<file path="config.mk">
export PLATFORM = sky130hd
export DESIGN_NAME = jt10_adpcm_fetch
export DESIGN_NICKNAME = d
export VERILOG_FILES = /design/src/rtl/jt10_adpcm_fetch_pkg.sv /design/src/rtl/jt10_adpcm_fetch_pipe.sv /design/src/rtl/jt10_adpcm_fetch.sv
export SDC_FILE = /design/constraint.sdc
export NUM_CORES = 1
export LEC_CHECK = 0
export BUFFER_PORTS_ARGS = -buffer_cell sky130_fd_sc_hd__buf_2
export CAP_MARGIN = 40
export CORE_ASPECT_RATIO = 0.75
export CORE_MARGIN = 2
export CORE_UTILIZATION = 35
export CTS_BUF_LIST = sky130_fd_sc_hd__clkbuf_4 sky130_fd_sc_hd__clkbuf_8 sky130_fd_sc_hd__clkbuf_16
export CTS_CLUSTER_DIAMETER = 30
export DETAILED_ROUTE_END_ITERATION = 8
export PLACE_DENSITY = 0.61
export SETUP_SLACK_MARGIN = 0.4
export SLEW_MARGIN = 10
export SYNTH_ARGS = -nofsm -noshare
export SYNTH_HDL_FRONTEND = slang
export SYNTH_SLANG_ARGS = --single-unit
</file>
<file path="constraint.sdc">
create_clock -name clk -period 1.9 [get_ports clk]
set_input_delay 0.19 -clock clk [delete_from_list [all_inputs] [get_ports clk]]
set_output_delay 0.19 -clock clk [all_outputs]
set_load 0.05 [all_outputs]
</file>
<file path="src/rtl/jt10_adpcm_fetch_pkg.sv">
// jt10_adpcm_fetch_pkg: shared ADPCM-A constants, pipeline entry type and channel encoder
package jt10_adpcm_fetch_pkg;
  localparam int NCH = 6;
  localparam int AW  = 24;
  typedef struct packed {
    logic [2:0] slot;
    logic       sel;
    logic       decon;
    logic       clr;
  } pipe_t;
  // One-hot channel to slot index; anything not one-hot maps to 7 (no slot)
  function automatic logic [2:0] ch_enc(input logic [NCH-1:0] ch);
    logic [2:0] r;
    r = 3'd7;
    for (int i = 0; i < NCH; i++)
      if ($onehot(ch) && ch[i]) r = 3'(i);
    return r;
  endfunction
endpackage

</file>
<file path="src/rtl/jt10_adpcm_fetch_pipe.sv">
// jt10_adpcm_fetch_pipe: cen-advanced delay line carrying slot context to the output stage
module jt10_adpcm_fetch_pipe
  import jt10_adpcm_fetch_pkg::*;
#(
  parameter int LAT = NCH
) (
  input  logic  clk,
  input  logic  rst_n,
  input  logic  cen,
  input  pipe_t d_i,
  output pipe_t q_o
);
  pipe_t sr_q [LAT];
  always_ff @(posedge clk or negedge rst_n) begin
    if (!rst_n) begin
      for (int i = 0; i < LAT; i++) sr_q[i] <= '0;
    end else if (cen) begin
      sr_q[0] <= d_i;
      for (int i = 1; i < LAT; i++) sr_q[i] <= sr_q[i-1];
    end
  end
  assign q_o = sr_q[LAT-1];
endmodule

</file>
<file path="src/rtl/jt10_adpcm_fetch.sv">
// jt10_adpcm_fetch: ADPCM-A ROM fetch with per-channel byte buffer and
// nibble output aligned one channel rotation after the request slot
module jt10_adpcm_fetch
  import jt10_adpcm_fetch_pkg::*;
#(
  parameter int LAT = NCH
) (
  input  logic          clk,
  input  logic          rst_n,
  input  logic          cen,
  input  logic [NCH-1:0] cur_ch,
  input  logic [19:0]   addr,
  input  logic [3:0]    bank,
  input  logic          sel,
  input  logic          roe_n,
  input  logic          decon,
  input  logic          clr,
  output logic [AW-1:0] rom_addr,
  output logic          rom_cs,
  input  logic [7:0]    rom_data,
  input  logic          rom_ok,
  output logic [3:0]    data,
  output logic          dvalid,
  output logic          dclr,
  output logic [NCH-1:0] miss
);
  logic [2:0]     slot, tag_q, tag_d;
  logic           vslot, pend_q, pend_d;
  logic [7:0]     sbuf_q [NCH];
  logic [7:0]     sbuf_d [NCH];
  logic [NCH-1:0] miss_q, miss_d;
  logic [AW-1:0]  addr_q, addr_d;
  logic [3:0]     data_q;
  logic           dvalid_q, dclr_q;
  logic [7:0]     rd;
  pipe_t          po;
  assign slot  = ch_enc(cur_ch);
  assign vslot = slot < 3'(NCH);
  jt10_adpcm_fetch_pipe #(.LAT(LAT)) u_pipe (
    .clk   (clk),
    .rst_n (rst_n),
    .cen   (cen),
    .d_i   ('{slot: slot, sel: sel, decon: decon, clr: clr}),
    .q_o   (po)
  );
  // Apply acknowledge/late-drop first, then clr, then a new request, so later rules win
  always_comb begin
    sbuf_d = sbuf_q;
    miss_d = miss_q;
    pend_d = pend_q;
    tag_d  = tag_q;
    addr_d = addr_q;
    if (pend_q && rom_ok) begin
      sbuf_d[tag_q] = rom_data;
      pend_d = 1'b0;
    end else if (cen && pend_q) begin
      miss_d[tag_q] = 1'b1;
      pend_d = 1'b0;
    end
    if (cen && clr && vslot) begin
      sbuf_d[slot] = 8'h00;
      miss_d[slot] = 1'b0;
    end
    if (cen && !roe_n && !sel && vslot) begin
      addr_d = {bank, addr};
      pend_d = 1'b1;
      tag_d  = slot;
    end
  end
  assign rd = (po.slot < 3'(NCH)) ? sbuf_q[po.slot] : 8'h00;
  always_ff @(posedge clk or negedge rst_n) begin
    if (!rst_n) begin
      for (int i = 0; i < NCH; i++) sbuf_q[i] <= '0;
      miss_q   <= '0;
      pend_q   <= 1'b0;
      tag_q    <= '0;
      addr_q   <= '0;
      data_q   <= '0;
      dvalid_q <= 1'b0;
      dclr_q   <= 1'b0;
    end else begin
      sbuf_q <= sbuf_d;
      miss_q <= miss_d;
      pend_q <= pend_d;
      tag_q  <= tag_d;
      addr_q <= addr_d;
      if (cen) begin
        data_q   <= po.sel ? rd[3:0] : rd[7:4];
        dvalid_q <= po.decon;
        dclr_q   <= po.clr;
      end
    end
  end
  assign rom_addr = addr_q;
  assign rom_cs   = pend_q;
  assign data     = data_q;
  assign dvalid   = dvalid_q;
  assign dclr     = dclr_q;
  assign miss     = miss_q;
endmodule

</file>
# == Word level (Yosys, flattened, before mapping) ==
# Cells that the tools add are included.
# totals
ff_bits,124
latchBits,0
mem_bits_rw,0
mem_bits_ro,0
input_bits,46
output_inout_bits,37
memories,0
# op_classes
addsub,5
multipliers,0
div_mod_pow,0
magnitude_cmp,11
n_eq_ne,1
shift,0
n_mux,28
bitwise,8
reduce_logical,20
# ops
op,count
two-way mux 48 bit,2
AND 48 bit,1
bitwise mux 48 bit,1
demux 8 bit (select 3 bit),2
inverter 48 bit,1
two-way mux 8 bit,5
binary-select mux 8 bit (select 3 bit),1
two-way mux 3 bit,6
two-way mux 6 bit,3
logical AND 1 bit,17
>= comparator 4 bit (second input constant),3
inverter 3 -> 4 bit,3
less-than comparator 3 x 4 -> 1 bit (second input constant),2
less-than comparator 4 x 1 -> 1 bit (second input constant),2
adder 1 x 1 -> 2 bit,3
AND 6 bit,1
demux 1 bit (select 3 bit),2
>= comparator 3 x 1 -> 1 bit (second input constant),2
less-than comparator 3 bit (second input constant),2
inverter 6 bit,1
bitwise OR 6 bit,1
two-way mux 1 bit,5
two-way mux 4 bit,1
adder 2 x 2 -> 3 bit,1
4 further kinds,5

# == Logic depth before layout (Yosys ltp) ==
# logic_depth
depth_word,19
depth_mapped,12
depth_no_buf,10

# == By module ==
# From an unflattened synthesis, not the netlist that was laid out.
# unflattened
cells_unflattened,428
area_unflattened_um2,5711.7
# by_module_without_submodules
module,instances,cells_per_inst,area_each_um2,seq_area_each_um2
jt10_adpcm_fetch,1,346,4176.5,2202.1
jt10_adpcm_fetch_pipe,1,82,1535.2,900.9

# == Worst setup path before layout ==
# OpenSTA, ideal clock, no wires.
# synth_timing
path_kind,input port to flip-flop
from,input cur_ch[0]
to,register addr_q[10] (netlist: rom_addr[10])
arrival_ps,3314
t_required_ps,1775
slack_ps,-1540
stages,11
path_buffers,2
cell_sequence,inv_1 > fa_1 > fa_1 > inv_1 > ha_1 > fa_1 > or3b_1 > buf_6 > a311oi_4 > buf_6 > mux2_4
# synth_via
elab_chain_len,13
# synth_rtl
element,line_no,source
start: declaration,jt10_adpcm_fetch.sv:11,"input logic [NCH-1:0] cur_ch,"
adder 1 x 1 -> 2 bit (implied by the code),jt10_adpcm_fetch_pkg.sv:16,if ($onehot(ch) && ch[i]) r = 3'(i);
adder 2 x 2 -> 3 bit (implied by the code),jt10_adpcm_fetch_pkg.sv:16,
adder 3 x 2 -> 3 bit (implied by the code),jt10_adpcm_fetch_pkg.sv:16,
equality test 3 x 1 -> 1 bit,jt10_adpcm_fetch_pkg.sv:16,
logical AND 1 bit,jt10_adpcm_fetch_pkg.sv:16,
two-way mux 3 bit (5 in a row),jt10_adpcm_fetch_pkg.sv:16,
two-way mux 3 bit *,jt10_adpcm_fetch_pkg.sv:16,
less-than comparator 3 bit *,jt10_adpcm_fetch.sv:38,assign vslot = slot < 3'(NCH);
logical AND 1 bit *,jt10_adpcm_fetch.sv:64,if (cen && !roe_n && !sel && vslot) begin
end signal: assignment,jt10_adpcm_fetch.sv:86,addr_q <= addr_d;
end: declaration,jt10_adpcm_fetch.sv:32,"logic [AW-1:0] addr_q, addr_d;"
# Mark *: on every way between the ends. The rest lies on a longest branch, timed or not.
# A chain may end at the register's enable or synchronous reset.

==> run metrics <==
Placed Area=between 6000 and 7000 sq um; clock buffer depth=2; setup TNS=-89.27 ns; ANT cells=0; CTS clk-pin slew, worst paths=0.05 ns; final worst path period share=1.61; wire length on met2=roughly 6.5 mm; crit path cell chain=buf_8 > inv_8 > fa_1 > fa_1 > inv_1 > ha_2 > fa_1 > buf_4 > buf_6 > nor3b_4 > nand3b_1 > a2111oi_4 > buf_6 > nor2_1; Highest Clock Rate=~330 MHz; ANT nets after route=0; Synth area leaders=dfrtp_1, mux2i_1, mux2_2; syn nets=between 400 and 500; failing checks=negative setup slack; #FFs+latches synth=between 100 and 150; final hold viol count=0; Synth Instances=between 400 and 500; CP Max Fanout=9; via-per-instance ratio=between 4 and 5; status=complete, but fails checks; Final WS setup=-1.17 ns; # H-tree levels=4; Worst VDD drop=roughly 0.00081 V; Net count, final=between 600 and 700; wire length of the first global-routing pass=about 22 mm; Placeable Area=approximately 15,000 sq um; EDFF count, synth=0; # rows=39; # fillers=~1,300; total CTS buffers=17; CP max stage cell=fa_1; Final Core Density=0.509; final total power=10.4 mW; power per cell area=between 1000 and 1500 nW/um^2; post-layout instance area=approximately 7800 sq um; GP Congestion=0.789; fin. max-slew vios=0; Critical Path End Type=flop; HP Class=primary input to flop; routed metal-1 wirelength=approximately 6.7 mm; critical path type=primary input to flop; clock root buffer=clkbuf_16; syn_area_per_cell=about 13 sq um; gr usage total=0.168; Top Layer Used=met4; DRC=0; TritonRoute pass-1 iters=6; hold slack=0.0315 ns; leading area contributor after synthesis=dfrtp_1; Yosys cell types=38; I/O pin cnt=83; Slew @ Worst Pin=0.551 ns; Final Critical Period=slightly above 3 ns; delay-heaviest family, CP=adder cells; total wire length=roughly 14 mm; Starting DRT DRC Count=approximately 240; Area Overhead vs Synth=41.1%; die area=16,900 sq um; placed cells=726; CTS tree=built; Die W=between 100 and 150 um; grt ovf=0; vias in the first global route=between 4,000 and 5,000; top cell type's share of synthesized area=0.560; final setup vio count=85; routed len/inst=roughly 17 um; die height=113 um; input/output buffers=82; CP max stage delay=0.50 ns; mapped cell area=approximately 5500 sq um; DR vias=just under 4,000; Max-Cap Viols=0; Ys Warns=0; Fin Clk Skew=between 0.007 and 0.008 ns; most used flip-flop cell after synthesis=dfrtp_1; antenna violations before repair=0; static leakage=between 3 and 4 nW; most used cell, CP=fa_1; worst skew pair latency=0.41 ns; pin count of the biggest net entering global routing=55; arrival time worst endpoint=between 3 and 4 ns; dpl ws=-1.59 ns; Critical Path Start Type=primary input; Worst Path Required=between 2 and 2.5 ns; Sink Count=approximately 120; Initial Util=0.360; detailed route wirelength on metal3=slightly below 600 um; layout cells sized above 1=0.462; RSZ-0062 raised after global routing=yes; Layout Cells excl Fill=about 800; max_slew headroom=0.629; register area share after synthesis=0.560; HPWL after DPL=~8.8 mm; asr flop ratio synth=1.00; Critical path buffers and inverters=6
-- kinds of logic after synthesis --
| group | synth area share |
|---|---|
| flops | 0.560 |
| simple gates | 0.0924 |
| buf+inv | 0.0248 |
| compound gates | 0.0418 |
| fa+ha+maj | 0.0131 |
| mux | 0.268 |
-- flip-flops by register name, indices dropped and copies added, names as in the netlist --
register	count
tag_q	3
data	4
rom_cs	1
miss	6
dvalid	1
sbuf_q	48
u_pipe.q_o	6
rom_addr	24
u_pipe.sr_q	30
dclr	1
-- worst reg2reg max path, stage by stage (launching register included) --
cell and delay [ns]:
dfrtp_1 0.39, nand2b_1 0.21, or3_1 0.57, mux2i_1 0.28, nor2_1 0.06
-- final timing paths --
| kind | slack (ns) | cells after the start | to | start |
|---|---|---|---|---|
| min in group asynchronous | 0.30 | 2 | rom_cs | rst_n |
| worst min register to register | 0.50 | 1 | u_pipe.sr_q[20] | u_pipe.sr_q[26] |
| max in group asynchronous | 0.92 | 3 | u_pipe.q_o[4] | rst_n |
| worst min-delay path | 0.03 | 2 | u_pipe.sr_q[32] | sel |
| worst max-delay path | -1.17 | 14 | sbuf_q[46] | cur_ch[0] |
| worst max register to register | 0.27 | 4 | sbuf_q[17] | tag_q[2] |
-- metal layers --
layer	up-vias	track usage
li1	1807	-
met1	2052	0.237
met2	95	0.250
met3	2	0.0532
met4	0	0.0508
met5	-	0
-- layout make-up --
| cell class | instances | area, sq um | share of cell area |
|---|---|---|---|
| Tap cell | 205 | 256 | 0.0328 |
| Timing Repair Buffer | 162 | 1290 | 0.165 |
| Inverter | 12 | 52.6 | 0.00672 |
| Clock inverter | 13 | 190 | 0.0243 |
| Sequential cell | 124 | 3110 | 0.397 |
| Clock buffer | 19 | 453 | 0.0579 |
| Multi-Input combinational cell | 268 | 2470 | 0.316 |
-- power breakdown --
part / internal (mW) / total, mW / switching [mW]
registers: 3.31 / 3.72 / 0.404
clock network: 2.27 / 3.47 / 1.20
logic: 1.31 / 3.25 / 1.94
total: 6.90 / 10.4 / 3.54
-- synth_stat cells (4+ instances only) --
cell type and instances:
nor3_2 5, inv_1 12, nor2_1 56, clkbuf_1 10, nor2b_1 6, nand2b_1 7
mux2_4 18, o21ai_0 4, a31oi_1 4, mux2i_1 56, mux4_2 8, nand2_1 12
mux2_2 42, dfrtp_1 124, nand3_1 5, a21oi_1 21
-- repair_timing --
| action | in CTS | in global routing |
|---|---|---|
| setup endpoints to repair | 89 | 88 |
| cloned | 2 | 2 |
| gates resized for setup | 38 | 30 |
| pin swaps | 4 | 10 |
| endpoints found under the hold margin | 60 | 0 |
| setup buffers | 8 | 7 |
| hold buffers | 26 | 0 |
-- placed cells by master, fill, tap and decap left out, types with 3 or more instances in the layout --
cell,synthesis,routed
nand2b_1,7,7
mux2_4,18,26
dfrtp_1,124,121
buf_4,0,33
fa_1,3,3
dlygate4sd3_1,0,26
nand2_1,12,11
mux2i_1,56,55
clkbuf_16,0,18
buf_6,3,14
dfrtp_2,0,3
inv_1,12,9
mux2_2,42,34
bufinv_16,0,4
a21oi_1,21,14
nand3b_1,3,3
clkinv_4,0,3
nor2_1,56,53
nor3_2,5,4
mux4_2,8,8
a21oi_2,0,7
a31oi_1,4,4
clkinvlp_4,0,4
nor2b_1,6,6
buf_2,2,78
buf_12,0,6
nand3_1,5,3
(Power assumes the default switching activity.)
